[config.mk]
export PLATFORM = sky130hd
export DESIGN_NAME = fifo_wr_arb
export DESIGN_NICKNAME = d
export VERILOG_FILES = /design/src/rtl/fifo_wr_arb.sv
export SDC_FILE = /design/constraint.sdc
export NUM_CORES = 1
export LEC_CHECK = 0
export CAP_MARGIN = 10
export CORE_MARGIN = 2
export CORE_UTILIZATION = 35
export DETAILED_ROUTE_END_ITERATION = 8
export PLACE_DENSITY = 0.73
export SYNTH_ARGS = -nofsm -noshare
export SYNTH_HDL_FRONTEND = slang
export SYNTH_SLANG_ARGS = --single-unit
[constraint.sdc]
create_clock -name sys_clk -period 1.8 [get_ports sys_clk]
set_input_delay 0.27 -clock sys_clk [delete_from_list [all_inputs] [get_ports sys_clk]]
set_output_delay 0.27 -clock sys_clk [all_outputs]
set_load 0.02 [all_outputs]
[src/rtl/fifo_wr_arb.sv]
// fifo_wr_arb: two-channel write arbiter and watermark drain sequencer.
// Define FIFO_WR_ARB_PRIO_EN for fixed A priority instead of round-robin.
module fifo_wr_arb #(
  parameter int DATA_W  = 8,
  parameter int USEDW_W = 8,
  parameter int HI_WM   = 240,
  parameter int LO_WM   = 16
) (
  input  logic               sys_clk,
  input  logic               sys_rst_n,
  input  logic               a_valid,
  input  logic [DATA_W-1:0]  a_data,
  output logic               a_ready,
  input  logic               b_valid,
  input  logic [DATA_W-1:0]  b_data,
  output logic               b_ready,
  output logic               fifo_wrreq,
  output logic [DATA_W-1:0]  fifo_data,
  output logic               fifo_rdreq,
  input  logic               fifo_full,
  input  logic               fifo_empty,
  input  logic [USEDW_W-1:0] fifo_usedw,
  output logic               out_valid,
  output logic               drain_active,
  output logic               last_grant
);

  localparam logic [USEDW_W:0] HI = HI_WM[USEDW_W:0];
  localparam logic [USEDW_W:0] LO = LO_WM[USEDW_W:0];

  typedef enum logic [1:0] {
    IDLE  = 2'd0,
    FILL  = 2'd1,
    DRAIN = 2'd2
  } state_t;

  state_t           state;
  state_t           state_nx;
  logic [USEDW_W:0] fill_w;
  logic [USEDW_W:0] fill_r;
  logic             tie;
  logic             grant;
  logic             accept;
  logic             xfer;
  logic             rd_nx;

  // usedw lags our own registered requests by a cycle; fold them back in
  assign fill_w = {1'b0, fifo_usedw}
                + {{USEDW_W{1'b0}}, fifo_wrreq};
  assign fill_r = {1'b0, fifo_usedw}
                - {{USEDW_W{1'b0}}, fifo_rdreq};

`ifdef FIFO_WR_ARB_PRIO_EN
  assign tie = 1'b0;
`else
  assign tie = ~last_grant;
`endif

  // grant: lone requester wins, ties resolved by tie
  always_comb begin
    grant = 1'b0;
    if (a_valid && b_valid) begin
      grant = tie;
    end else if (b_valid) begin
      grant = 1'b1;
    end
  end

  assign accept = (state == FILL) && !fifo_full
                && (fill_w < HI);
  assign a_ready = accept && !grant;
  assign b_ready = accept && grant;
  assign xfer = (a_valid && a_ready)
              || (b_valid && b_ready);
  assign drain_active = (state == DRAIN);

  // next state and next read request
  always_comb begin
    state_nx = state;
    rd_nx    = 1'b0;
    unique case (state)
      IDLE: state_nx = FILL;
      FILL: begin
        if (fifo_full || fill_w >= HI) begin
          state_nx = DRAIN;
        end
      end
      DRAIN: begin
        rd_nx = (fill_r > LO) && !fifo_empty;
        if (!rd_nx) begin
          state_nx = FILL;
        end
      end
      default: state_nx = IDLE;
    endcase
  end

  // state register
  always_ff @(posedge sys_clk) begin
    if (!sys_rst_n) begin
      state <= IDLE;
    end else begin
      state <= state_nx;
    end
  end

  // registered fifo controls and grant history
  always_ff @(posedge sys_clk) begin
    if (!sys_rst_n) begin
      fifo_wrreq <= 1'b0;
      fifo_data  <= '0;
      fifo_rdreq <= 1'b0;
      out_valid  <= 1'b0;
      last_grant <= 1'b1;
    end else begin
      fifo_wrreq <= xfer;
      if (xfer) begin
        fifo_data  <= grant ? b_data : a_data;
        last_grant <= grant;
      end
      fifo_rdreq <= rd_nx;
      out_valid  <= fifo_rdreq;
    end
  end

endmodule

Word-level counts from Yosys, hierarchy flattened:

Cells that the tools add are included.

* register bits: 14
* input bits: 30
* output and inout port bits: 15
* word-level logic and storage cells: 38

* $add $sub $neg: 2
* $lt $le $gt $ge: 3
* equality and inequality tests: 4
* muxes and demuxes: 6
* bitwise logic cells: 1
* reduce and logical (&&, ||, !) cells: 16

Operator list (count)
* adder 8 x 1 -> 9 bit: 1
* greater-or-equal comparator 9 x 8 -> 1 bit (second input constant): 1
* greater-than comparator 9 x 5 -> 1 bit (second input constant): 1
* < comparator 9 x 8 -> 1 bit (second input constant): 1
* subtractor 8 x 1 -> 9 bit: 1
* logical AND 1 bit: 8
* 2-to-1 mux 8 bit: 1
* one-hot mux 2 bit (3 select lines): 1
* 2-to-1 mux 2 bit: 2
* AND reduction 2 bit: 2
* logical NOT 1 bit: 3
* equality test 2 x 1 -> 1 bit (second input constant): 1
* equality test 2 bit (second input constant): 1
* logical NOT 2 bit: 1
* logical OR 1 bit: 2
* 2-to-1 mux 1 bit: 2
* != test 2 x 1 -> 1 bit (second input constant): 1
* != test 2 bit (second input constant): 1
* NOT 1 bit: 1

Logic depth before layout (Yosys ltp):

Gate-level depths: netlist of the first run.

* depth after elaboration: 6
* mapped depth: 8
* gate-level depth less buffers: 8

Worst setup path before layout of the first run:

OpenSTA, ideal clock, no wires.

* kind: reg-to-output
* start: register fifo_wrreq
* end: output port a_ready
* arrival: 1.853 ns
* required time: 1.530 ns
* slack: -0.323 ns
* stages on the path, launching flop included: 8
* cells stage by stage: dfxtp_1 -> ha_1 -> ha_1 -> nand3b_1 -> mux2i_1 -> o21a_1 -> buf_2 -> nor2b_1

* longest elaborated chain between the ends: 4

RTL lines
* from (decl): RTL line 17 `output logic fifo_wrreq,`
* from (signal assigned): RTL line 116 `fifo_wrreq <= xfer;`
* adder 8 x 1 -> 9 bit: RTL line 49 `+ {{USEDW_W{1'b0}}, fifo_wrreq};`
* < comparator 9 x 8 -> 1 bit: RTL line 70 `&& (fill_w < HI);`
* logical AND 1 bit: RTL line 70
* logical AND 1 bit: RTL line 71 `assign a_ready = accept && !grant;`
* to (decl): RTL line 13 `output logic a_ready,`

Every way passes these cells.

Final worst setup path of the first run:

* start: register fifo_wrreq
* end: output port b_ready

* longest elaborated chain between the ends: 4

RTL lines
* adder 8 x 1 -> 9 bit: RTL line 49
* < comparator 9 x 8 -> 1 bit: RTL line 70
* logical AND 1 bit: RTL line 70
* logical AND 1 bit: RTL line 72 `assign b_ready = accept && grant;`
* to (decl): RTL line 16 `output logic b_ready,`

Every way passes these cells.

==> results.json, run 1 <==
{
  "worstMarginPinSlew_ns": 0.275,
  "p_leak_nw": 0.643,
  "overflow": 0,
  "tritoncts": "yes",
  "seqPwrFrac_pct": 39.5,
  "nets": 192,
  "clock_power_share_pct": 21.9,
  "rows": 17,
  "cp_max_fo": 3,
  "syn-cell-area_sq_um": 855,
  "use_met1_pct": 20.5,
  "hold_slack_ns": 0.551,
  "internal-power_mw": 0.608,
  "whs_path_depth": 1,
  "drv_slew": 0,
  "rr_startpoint": "fifo_wrreq",
  "max_freq_mhz": 473,
  "final_cell_mix": "clkdlybuf4s50_1 (39), buf_4 (21), dfxtp_1 (12), a21oi_1 (10)",
  "grt_pass1_wl_um": 4230,
  "crit_arrival_ns": 1.85,
  "dr.pass1.iters": 4,
  "hpwl_um": 2000,
  "synth.yosys.seq_area_share_pct": 32.8,
  "routed_wl_um": 2530,
  "antenna_found_initial": 0,
  "status": "finished, violations left",
  "setup_slack_ns": -0.315,
  "period_share_pct": 118,
  "final_cell_area_sq_um": 1610,
  "layout_commonest_cell": "clkdlybuf4s50_1",
  "syn2layout_area_growth_pct": 88.3,
  "drtIter0Drc": 7,
  "grt_max_degree": 13,
  "p_per_area_nw_per_um2": 544,
  "hp-start": "last_grant",
  "use_met2_pct": 41.2,
  "swShare_pct": 30.5,
  "die_width_um": 53.4,
  "h-tree-depth": 1,
  "cp-end-kind": "primary output",
  "clock_sinks": 14,
  "ys_warn_count": 0,
  "drv_cap": 0,
  "met3_usage_pct": 4.80,
  "tns_ns": -2.77,
  "r2r_cells": 12,
  "wl_per_cell_um": 13.7,
  "io_pins": 45,
  "peakVddDrop_mv": 0.354,
  "reg2reg_slack_ns": -0.26,
  "place_area_sq_um": 1490,
  "syn_avg_cell_area_sq_um": 9.39,
  "setup_viol": 14,
  "cts_buffer_depth": 2,
  "p_comb_share_pct": 38.6,
  "violations": "setup timing",
  "numPortBuffers": 44,
  "timing.slew.headroom_pct": 81.6,
  "drc": 0,
  "drive_gt1_share_pct": 32.5,
  "root_buffer": "clkbuf_4",
  "clkSlewWorstSetupHoldPaths_ns": 0.09,
  "dieArea_sq_um": 2850,
  "via_count": 936,
  "hold_path_end": "last_grant",
  "ys_seq_elements": 14,
  "fin_total_pwr_mw": 0.875,
  "place.gp.congestion": 0.771,
  "vias_per_cell": 5.06,
  "start_kind": "register",
  "top_usage_layer": "met2",
  "synthCells": 91,
  "clkLatencyLatePin_ns": 0.28,
  "r2r_end": "state[1]",
  "required_ns": 1.53,
  "num_antenna_cells": 0,
  "hold_class": "reg2reg",
  "die_h_um": 53.4,
  "p_switching_mw": 0.267,
  "grtUsageTotal_pct": 20.2,
  "ant_nets": 0,
  "rsz0062_at_grt": "yes",
  "grt_pass1_vias": 1052,
  "numCtsBuffers": 3,
  "worstSetupPathType": "reg2out",
  "synth_cell_type_count": 32,
  "finalHoldViolCount": 0,
  "min_period_ns": 2.12,
  "start_util_pct": 37.9,
  "syn_nets": 125,
  "fin_skew_ns": 0.00721,
  "coreArea_sq_um": 2250
}
==> synthesized netlist by cell type <==
master    instances  area share [%]
nor3b_1           1            0.88
dfxtp_1          14              33
inv_1             5             2.2
a21boi_1          1            0.88
and2_1            3             2.2
nand2_1           2            0.88
maj3_1            1             1.2
nor2b_1           2             1.5
and2_4            1             1.0
a211oi_2          8              12
and3_1            2             1.5
a211oi_1          2             1.8
ha_1              4             5.9
a31oi_1           1            0.73
or3_1             1            0.73
o32ai_1           1             1.0
o21a_1            3             2.6
o21ai_0           1            0.59
buf_6             1             1.3
buf_1             2            0.88
or2_2             1            0.73
nand3_1           1            0.59
clkbuf_1          1            0.44
nand3b_1          1            0.88
nor2_1            4             1.8
a21oi_1          10             5.9
o31ai_1           2             1.8
buf_2             1            0.59
nand2b_1          2             1.5
mux2i_1           9              11
a32o_1            1             1.2
a41oi_1           2             2.1
==> how the worst max path moves through the flow <==
stage / slack, ns / start / to / depth (start not counted)
floorplan: -0.06 / fifo_wrreq / b_ready / 7
global placement: -0.91 / fifo_usedw[0] / b_ready / 8
detailed placement: -0.92 / fifo_usedw[0] / b_ready / 8
CTS: -0.33 / fifo_wrreq / b_ready / 7
global route: -0.37 / fifo_wrreq / b_ready / 7
finish: -0.32 / fifo_wrreq / b_ready / 7
==> state kept, by name, summed over array words and instances, names as in the netlist <==
signal and cells:
fifo_data 8, fifo_rdreq 1, fifo_wrreq 1, last_grant 1, out_valid 1, state 2
==> timing repair <==
item	4_1_cts	5_1_grt
gates resized for setup	18	3
setup endpoints to repair	15	15
buffers inserted	7	1
hold buffers	0	0
pin swaps	6	5
hold endpoints to repair	0	0
==> power groups by stage <==
| stage | logic, mW | clock network (mW) | registers [mW] |
|---|---|---|---|
| global placement | 0.309 | 0 | 0.351 |
| finish | 0.338 | 0.191 | 0.345 |
| floorplan | 0.130 | 0 | 0.377 |
| detailed placement | 0.317 | 0 | 0.352 |
| CTS | 0.336 | 0.201 | 0.346 |
| global route | 0.363 | 0.207 | 0.348 |
==> cell families after synthesis <==
| logic type | count (synthesis) | share of synthesized area [%] |
|---|---|---|
| fa+ha+maj | 5 | 7.03 |
| flops | 14 | 32.8 |
| compound gates | 32 | 30.2 |
| buf+inv | 10 | 5.42 |
| simple gates | 21 | 14.1 |
| mux | 9 | 10.5 |
==> routing by layer <==
layer,share of wire (%),vias up
met5,0,-
met4,0.24,0
met3,6.2,2
met2,54,32
met1,39,433
li1,-,469
==> cell type report <==
class                           count  area [sq um]
Clock buffer                        4          26.3
Timing Repair Buffer               67           623
Tap cell                           28          35.0
Sequential cell                    14           288
Inverter                            5          18.8
Fill cell                         183           646
Multi-Input combinational cell     67           618
==> metrics by stage <==
stage	util (%)	instances	setup slack, ns
after floorplan	-	91	-0.0632
after global placement	66.3	174	-0.906
after detailed placement	66.3	174	-0.916
after CTS	70.9	185	-0.335
after global routing	71.4	185	-0.373
final	71.4	185	-0.315
==> critical path, cell delays in order (launching register included) <==
cell     delay [ns]
dfxtp_4        0.36
ha_4           0.13
ha_4           0.12
a31oi_1        0.06
or3_1          0.36
o21a_1         0.23
and2_4         0.17
buf_6          0.12
Note: power is estimated with default switching activity, not from simulation.
==> run 2, diff against run 1 <==
--- a/config.mk
+++ b/config.mk
@@ -5,9 +5,11 @@
 export SDC_FILE = /design/constraint.sdc
 export NUM_CORES = 1
 export LEC_CHECK = 0
+export ABC_AREA = 1
 export CAP_MARGIN = 10
 export CORE_MARGIN = 2
-export CORE_UTILIZATION = 35
+export CORE_UTILIZATION = 37
+export CTS_BUF_LIST = sky130_fd_sc_hd__clkbuf_8 sky130_fd_sc_hd__clkbuf_16
 export DETAILED_ROUTE_END_ITERATION = 8
 export PLACE_DENSITY = 0.73
 export SYNTH_ARGS = -nofsm -noshare
==> run 2 against run 1 <==
Compared with the run above: the run still ends with setup timing left; clock power up 39%; die area grew 12%; cell count is 46% higher; sequential share of layout area decreased by 1.7 points; hold slack lost 0.082 ns; area after synthesis grew 19%; critical endpoint is now a_ready; largest cell class is now multi-input combinational cells.
==> results.json, run 2 <==
{
  "place_area_sq_um": 1570,
  "ys_seq_elements": 14,
  "synth.yosys.seq_area_share_pct": 27.5,
  "fin_cells": 271,
  "hp-start": "fifo_rdreq",
  "reg2reg_slack_ns": 0.08,
  "start_util_pct": 38.0,
  "syn_avg_cell_area_sq_um": 5.70,
  "grt_pass1_vias": 986,
  "tritoncts": "yes",
  "drive_gt1_share_pct": 17.9,
  "p_per_area_nw_per_um2": 530,
  "required_ns": 1.53,
  "worstMarginPinSlew_ns": 0.230,
  "routed.top_layer": "met4",
  "whs_path_depth": 2,
  "internal-power_mw": 0.640,
  "p_leak_nw": 0.897,
  "setup_slack_ns": -0.0320,
  "hpwl_um": 1920,
  "synthCells": 179,
  "syn-cell-area_sq_um": 1020,
  "wl_per_cell_um": 9.89,
  "clkSlewWorstSetupHoldPaths_ns": 0.06,
  "r2r_end": "fifo_data[5]",
  "die_width_um": 56.5,
  "routed_wl_um": 2680,
  "synthFlopType": "dfxtp_1",
  "period_share_pct": 102,
  "dpl.cell_count": 263,
  "layout_commonest_cell": "nand2_1",
  "met3_length_um": 137,
  "syn_nets": 213,
  "hold_class": "reg2reg",
  "drtIter0Drc": 23,
  "h-tree-depth": 1,
  "synthTopCellsByCount": "nand2_1 (70), inv_1 (40), nor2_1 (20)",
  "num_antenna_cells": 0,
  "dr.pass1.iters": 4,
  "swShare_pct": 30.5,
  "start_kind": "register",
  "nets": 276,
  "coreArea_sq_um": 2690,
  "violations": "setup timing",
  "die_h_um": 56.5,
  "grt_pass1_wl_um": 4130,
  "hold_path_end": "out_valid",
  "timing.slew.headroom_pct": 84.6,
  "yosys.area.top_type": "dfxtp_1",
  "cts_buffer_depth": 2,
  "top_regs": "fifo_data x8, state x2",
  "ant_nets": 0,
  "yosysMostFrequentCell": "nand2_1",
  "crit_arrival_ns": 1.56,
  "root_buffer": "clkbuf_8",
  "place.gp.congestion": 0.801,
  "setup_viol": 2,
  "drv_slew": 0,
  "wl_met2_um": 1250,
  "m1WireLength_um": 1200,
  "cp_max_fo": 3,
  "io_pins": 45,
  "p_comb_share_pct": 34.2,
  "fin_skew_ns": 0.00121,
  "p_switching_mw": 0.281,
  "r2r_cells": 12,
  "final_cell_mix": "nand2_1 (64), inv_1 (38), clkdlybuf4s50_1 (37), nor2_1 (17), buf_4 (16)",
  "status": "finished, violations left",
  "ys_warn_count": 0,
  "synth_edf_count": 0,
  "clkLatencyLatePin_ns": 0.25,
  "dieArea_sq_um": 3200,
  "overflow": 0,
  "largest_reg_flops": 8,
  "grtUsageTotal_pct": 17.1,
  "synth_cell_type_count": 19,
  "max_freq_mhz": 546,
  "finalHoldViolCount": 0,
  "drc": 0,
  "drv_cap": 0,
  "rsz0062_at_grt": "yes",
  "worstSetupPathType": "reg2out",
  "via_count": 1205,
  "grt_max_degree": 11,
  "syn2layout_area_growth_pct": 70.5,
  "min_period_ns": 1.83,
  "peakVddDrop_mv": 0.450,
  "n_fill_cell": 250,
  "numCtsBuffers": 3,
  "vias_per_cell": 4.45,
  "cp-startpoint": "fifo_wrreq",
  "synth.area.top_cells": "dfxtp_1 (27%), nand2_1 (26%), inv_1 (15%), nor2_1 (7.4%), ha_1 (4.9%)",
  "final_cell_area_sq_um": 1740,
  "rr_startpoint": "fifo_wrreq",
  "rows": 19,
  "clock_sinks": 14,
  "regMostFlops": "fifo_data",
  "synth_top_area_share_pct": 27.5,
  "numPortBuffers": 44,
  "cp-end-kind": "primary output",
  "clock_power_share_pct": 28.8,
  "antenna_found_initial": 0,
  "seqPwrFrac_pct": 37.0,
  "synth-async-reset-ratio_pct": 0,
  "tns_ns": -0.0355
}
-- run 2: changes by cell type after synthesis, sizes merged, moves of 7 or more --
cell / before / now
inv: 5 / 40
nand4: 0 / 9
nand3: 1 / 8
mux2i: 9 / 0
a211oi: 10 / 0
nand2: 2 / 71
nor2: 4 / 20
-- run 2: worst max path at each step --
stage          endpoint  depth (start not counted)  slack, ns
2_1_floorplan   a_ready                          8       0.08
4_1_cts         a_ready                          8      -0.03
5_1_grt         a_ready                          9      -0.07
3_5_place_dp    a_ready                         10      -0.72
3_3_place_gp    a_ready                         10      -0.69
6_report        a_ready                          9      -0.03
-- run 2: per-stage QoR --
step	util, %	total power, mW	hold slack (ns)	setup slack [ns]
3_3_place_gp	58.6	0.641	0.460	-0.694
3_5_place_dp	58.6	0.642	0.460	-0.717
5_1_grt	64.8	0.983	0.499	-0.0696
2_1_floorplan	-	0.493	0.397	0.0770
6_report	64.8	0.922	0.469	-0.0320
4_1_cts	62.4	0.918	0.467	-0.0298
-- run 2: final cells by class --
cell class / instances / area [sq um] / share of cell area, %
sequential: 14 / 282 / 16.2
timing repair buffer: 60 / 564 / 32.4
multi-input combinational: 121 / 657 / 37.7
tap: 31 / 38.8 / 2.23
clock buffer: 3 / 41.3 / 2.37
inverter: 42 / 158 / 9.06
-- run 2: power groups by stage --
stage	clock, mW	combinational, mW	sequential [mW]
2_1_floorplan	0	0.126	0.367
3_3_place_gp	0	0.294	0.347
3_5_place_dp	0	0.295	0.347
4_1_cts	0.271	0.305	0.341
5_1_grt	0.292	0.348	0.344
6_report	0.266	0.315	0.341
-- run 2: repair_timing --
action	4_1_cts	5_1_grt
setup buffers	2	3
gates resized for setup	25	14
endpoints found under the setup margin	10	2
pin swaps	8	7
hold buffers	0	0
endpoints found under the hold margin	0	0
-- run 2: logic make-up (layout without fill, tap and decap cells) --
logic type,Yosys count,count (layout),synth area share [%]
compound gates,7,7,4.41
simple gates,110,110,46.9
flops,14,14,27.5
buf+inv,44,105,16.3
fa+ha+maj,4,4,4.90
-- run 2: routing by layer --
metal  global-route usage (%)  vias to the layer above
met2                     26.4                       32
li1                         -                      657
met3                     3.23                        7
met1                     21.0                      509
met4                     12.2                        0
met5                        0                        -
-- run 2: critical path, cell delays in order (launching register included) --
cell and delay, ns:
dfxtp_2 0.34, ha_4 0.17, ha_4 0.16, inv_2 0.07
nand3_2 0.08, nand2_4 0.10, nand2_4 0.06, o21bai_4 0.15
nor2_2 0.05, buf_6 0.12
==> run 3, diff against run 2 <==
--- a/config.mk
+++ b/config.mk
@@ -7,6 +7,7 @@
 export LEC_CHECK = 0
 export ABC_AREA = 1
 export CAP_MARGIN = 10
+export CORE_ASPECT_RATIO = 0.8
 export CORE_MARGIN = 2
 export CORE_UTILIZATION = 37
 export CTS_BUF_LIST = sky130_fd_sc_hd__clkbuf_8 sky130_fd_sc_hd__clkbuf_16
==> run 3 against run 2 <==
Compared with the run above: largest cell class unchanged; clock-buffer cell count rose by 1; sequential power barely moved; register-to-register slack improved by 0.10 ns; the run still ends with setup timing left; cell count rose by 3.0%.
==> results.json, run 3 (synthesis gave the netlist of run 2 again) <==
{
  "status": "finished, violations left",
  "violations": "setup timing",
  "syn2layout_area_growth_pct": 74.1,
  "cp_max_fo": 3,
  "grt_max_degree": 13,
  "rows": 17,
  "setup_slack_ns": -0.00324,
  "timing.slew.headroom_pct": 70.4,
  "tritoncts": "yes",
  "place.gp.congestion": 0.800,
  "layout_commonest_cell": "nand2_1",
  "routed.top_layer": "met4",
  "rr_startpoint": "fifo_wrreq",
  "drv_cap": 0,
  "post-place-ws_ns": -0.701,
  "fin_skew_ns": 0.00278,
  "cts_buffer_depth": 2,
  "io_pins": 45,
  "slowest_delay_ns": 0.34,
  "peakVddDrop_mv": 0.488,
  "multi_input_area_sq_um": 669,
  "setup_viol": 2,
  "h-tree-depth": 1,
  "antenna_found_initial": 0,
  "cp_cell_sequence": "ha_4, ha_4, inv_4, nand3_4, nand2_4, nand2_4, o21bai_4, nor2_2, buf_6",
  "reg2reg_slack_ns": 0.18,
  "largest_reg_flops": 8,
  "period_share_pct": 100,
  "cp-startpoint": "fifo_wrreq",
  "numCtsBuffers": 3,
  "drv_slew": 0,
  "grt_pass1_vias": 1003,
  "p_per_area_nw_per_um2": 544,
  "final_cell_mix": "nand2_1 (64), inv_1 (38), clkdlybuf4s50_1 (37), nor2_1 (18), buf_4 (16)",
  "coreArea_sq_um": 2700,
  "die_h_um": 51.0,
  "start_kind": "register",
  "wl_per_cell_um": 9.39,
  "top_regs": "fifo_data x8, state x2",
  "cp-end-kind": "primary output",
  "cpLargestDelayFamily": "flip-flops",
  "p_leak_nw": 0.908,
  "hold_class": "reg2reg",
  "regArea_sq_um": 282,
  "hold_path_end": "out_valid",
  "dr.pass1.iters": 4,
  "clkSlewWorstSetupHoldPaths_ns": 0.06,
  "clkLatencyLatePin_ns": 0.25,
  "die_width_um": 62.7,
  "hp-start": "fifo_rdreq",
  "grtUsageTotal_pct": 16.6,
  "regMostFlops": "fifo_data",
  "nets": 276,
  "met3_length_um": 141,
  "drc": 0,
  "fin_util_pct": 65.8,
  "drtIter0Drc": 25,
  "r2r_end": "fifo_data[4]",
  "rsz0062_at_grt": "yes",
  "overflow": 0,
  "wl_met2_um": 1250,
  "routed_wl_um": 2620,
  "drive_gt1_share_pct": 17.8,
  "start_util_pct": 37.8,
  "grt_pass1_wl_um": 4280,
  "clock_sinks": 14,
  "final_cell_area_sq_um": 1780,
  "hold_slack_ns": 0.487,
  "finalHoldViolCount": 0,
  "worstSetupPathType": "reg2out",
  "place_area_sq_um": 1580,
  "path_buf_inv": 2,
  "numPortBuffers": 44,
  "crit_slowest_cell": "dfxtp_2",
  "whs_path_depth": 2,
  "max_freq_mhz": 555,
  "crit_arrival_ns": 1.53,
  "n_fill_cell": 266,
  "min_period_ns": 1.80,
  "ant_nets": 0,
  "hpwl_um": 1940,
  "m1WireLength_um": 1200,
  "via_count": 1208,
  "r2r_cells": 11,
  "root_buffer": "clkbuf_8",
  "vias_per_cell": 4.33,
  "required_ns": 1.53,
  "dieArea_sq_um": 3200,
  "worstMarginPinSlew_ns": 0.443,
  "num_antenna_cells": 0
}
[run 3: how the worst max path moves through the flow]
stage	end	slack (ns)	cells after the start
after detailed placement	a_ready	-0.70	10
after floorplan	a_ready	0.08	8
final	a_ready	-0.003	9
after global routing	b_ready	-0.07	9
after global placement	a_ready	-0.69	10
after CTS	a_ready	-0.03	8
[run 3: cell type report]
type / count / share of cell area, %
clock buffers: 4 / 3.10
inverters: 42 / 9.01
multi-input cells: 121 / 37.6
flip-flops and latches: 14 / 15.8
well taps: 38 / 2.67
repair buffers: 60 / 31.7
[run 3: stage by stage]
step | TNS (ns) | instances | power, mW
after global routing | -0.130 | 279 | 1.02
final | -0.00623 | 279 | 0.968
after CTS | -0.0277 | 277 | 0.964
after global placement | -4.04 | 270 | 0.640
after detailed placement | -4.31 | 270 | 0.642
after floorplan | 0 | 179 | 0.493
[run 3: layer usage]
metal	vias to the layer above	global-route usage [%]
met5	-	0
met4	0	3.33
met3	4	3.96
met2	34	29.7
met1	511	20.6
li1	659	-
[run 3: repair_timing]
| action | 4_1_cts | 5_1_grt |
|---|---|---|
| endpoints found under the setup margin | 7 | 2 |
| gates resized for setup | 25 | 16 |
| setup buffers | 3 | 2 |
| hold buffers | 0 | 0 |
| pin swaps | 8 | 6 |
| hold endpoints to repair | 0 | 0 |
[run 3: tightest hold or removal path, delay by kind of cell (launching register included)]
family,cells,cell delay [ns]
buffers and inverters,1,0.03
flip-flops,1,0.34
AND/OR/NAND/NOR,1,0.07
[run 3: power by group]
| part | total [mW] | leakage (nW) | switching, mW | internal (mW) |
|---|---|---|---|---|
| Combinational | 0.319 | 0.764 | 0.156 | 0.162 |
| Sequential | 0.341 | 0.115 | 0.0102 | 0.331 |
| Clock | 0.308 | 0.0288 | 0.114 | 0.194 |
| Total | 0.968 | 0.908 | 0.281 | 0.687 |
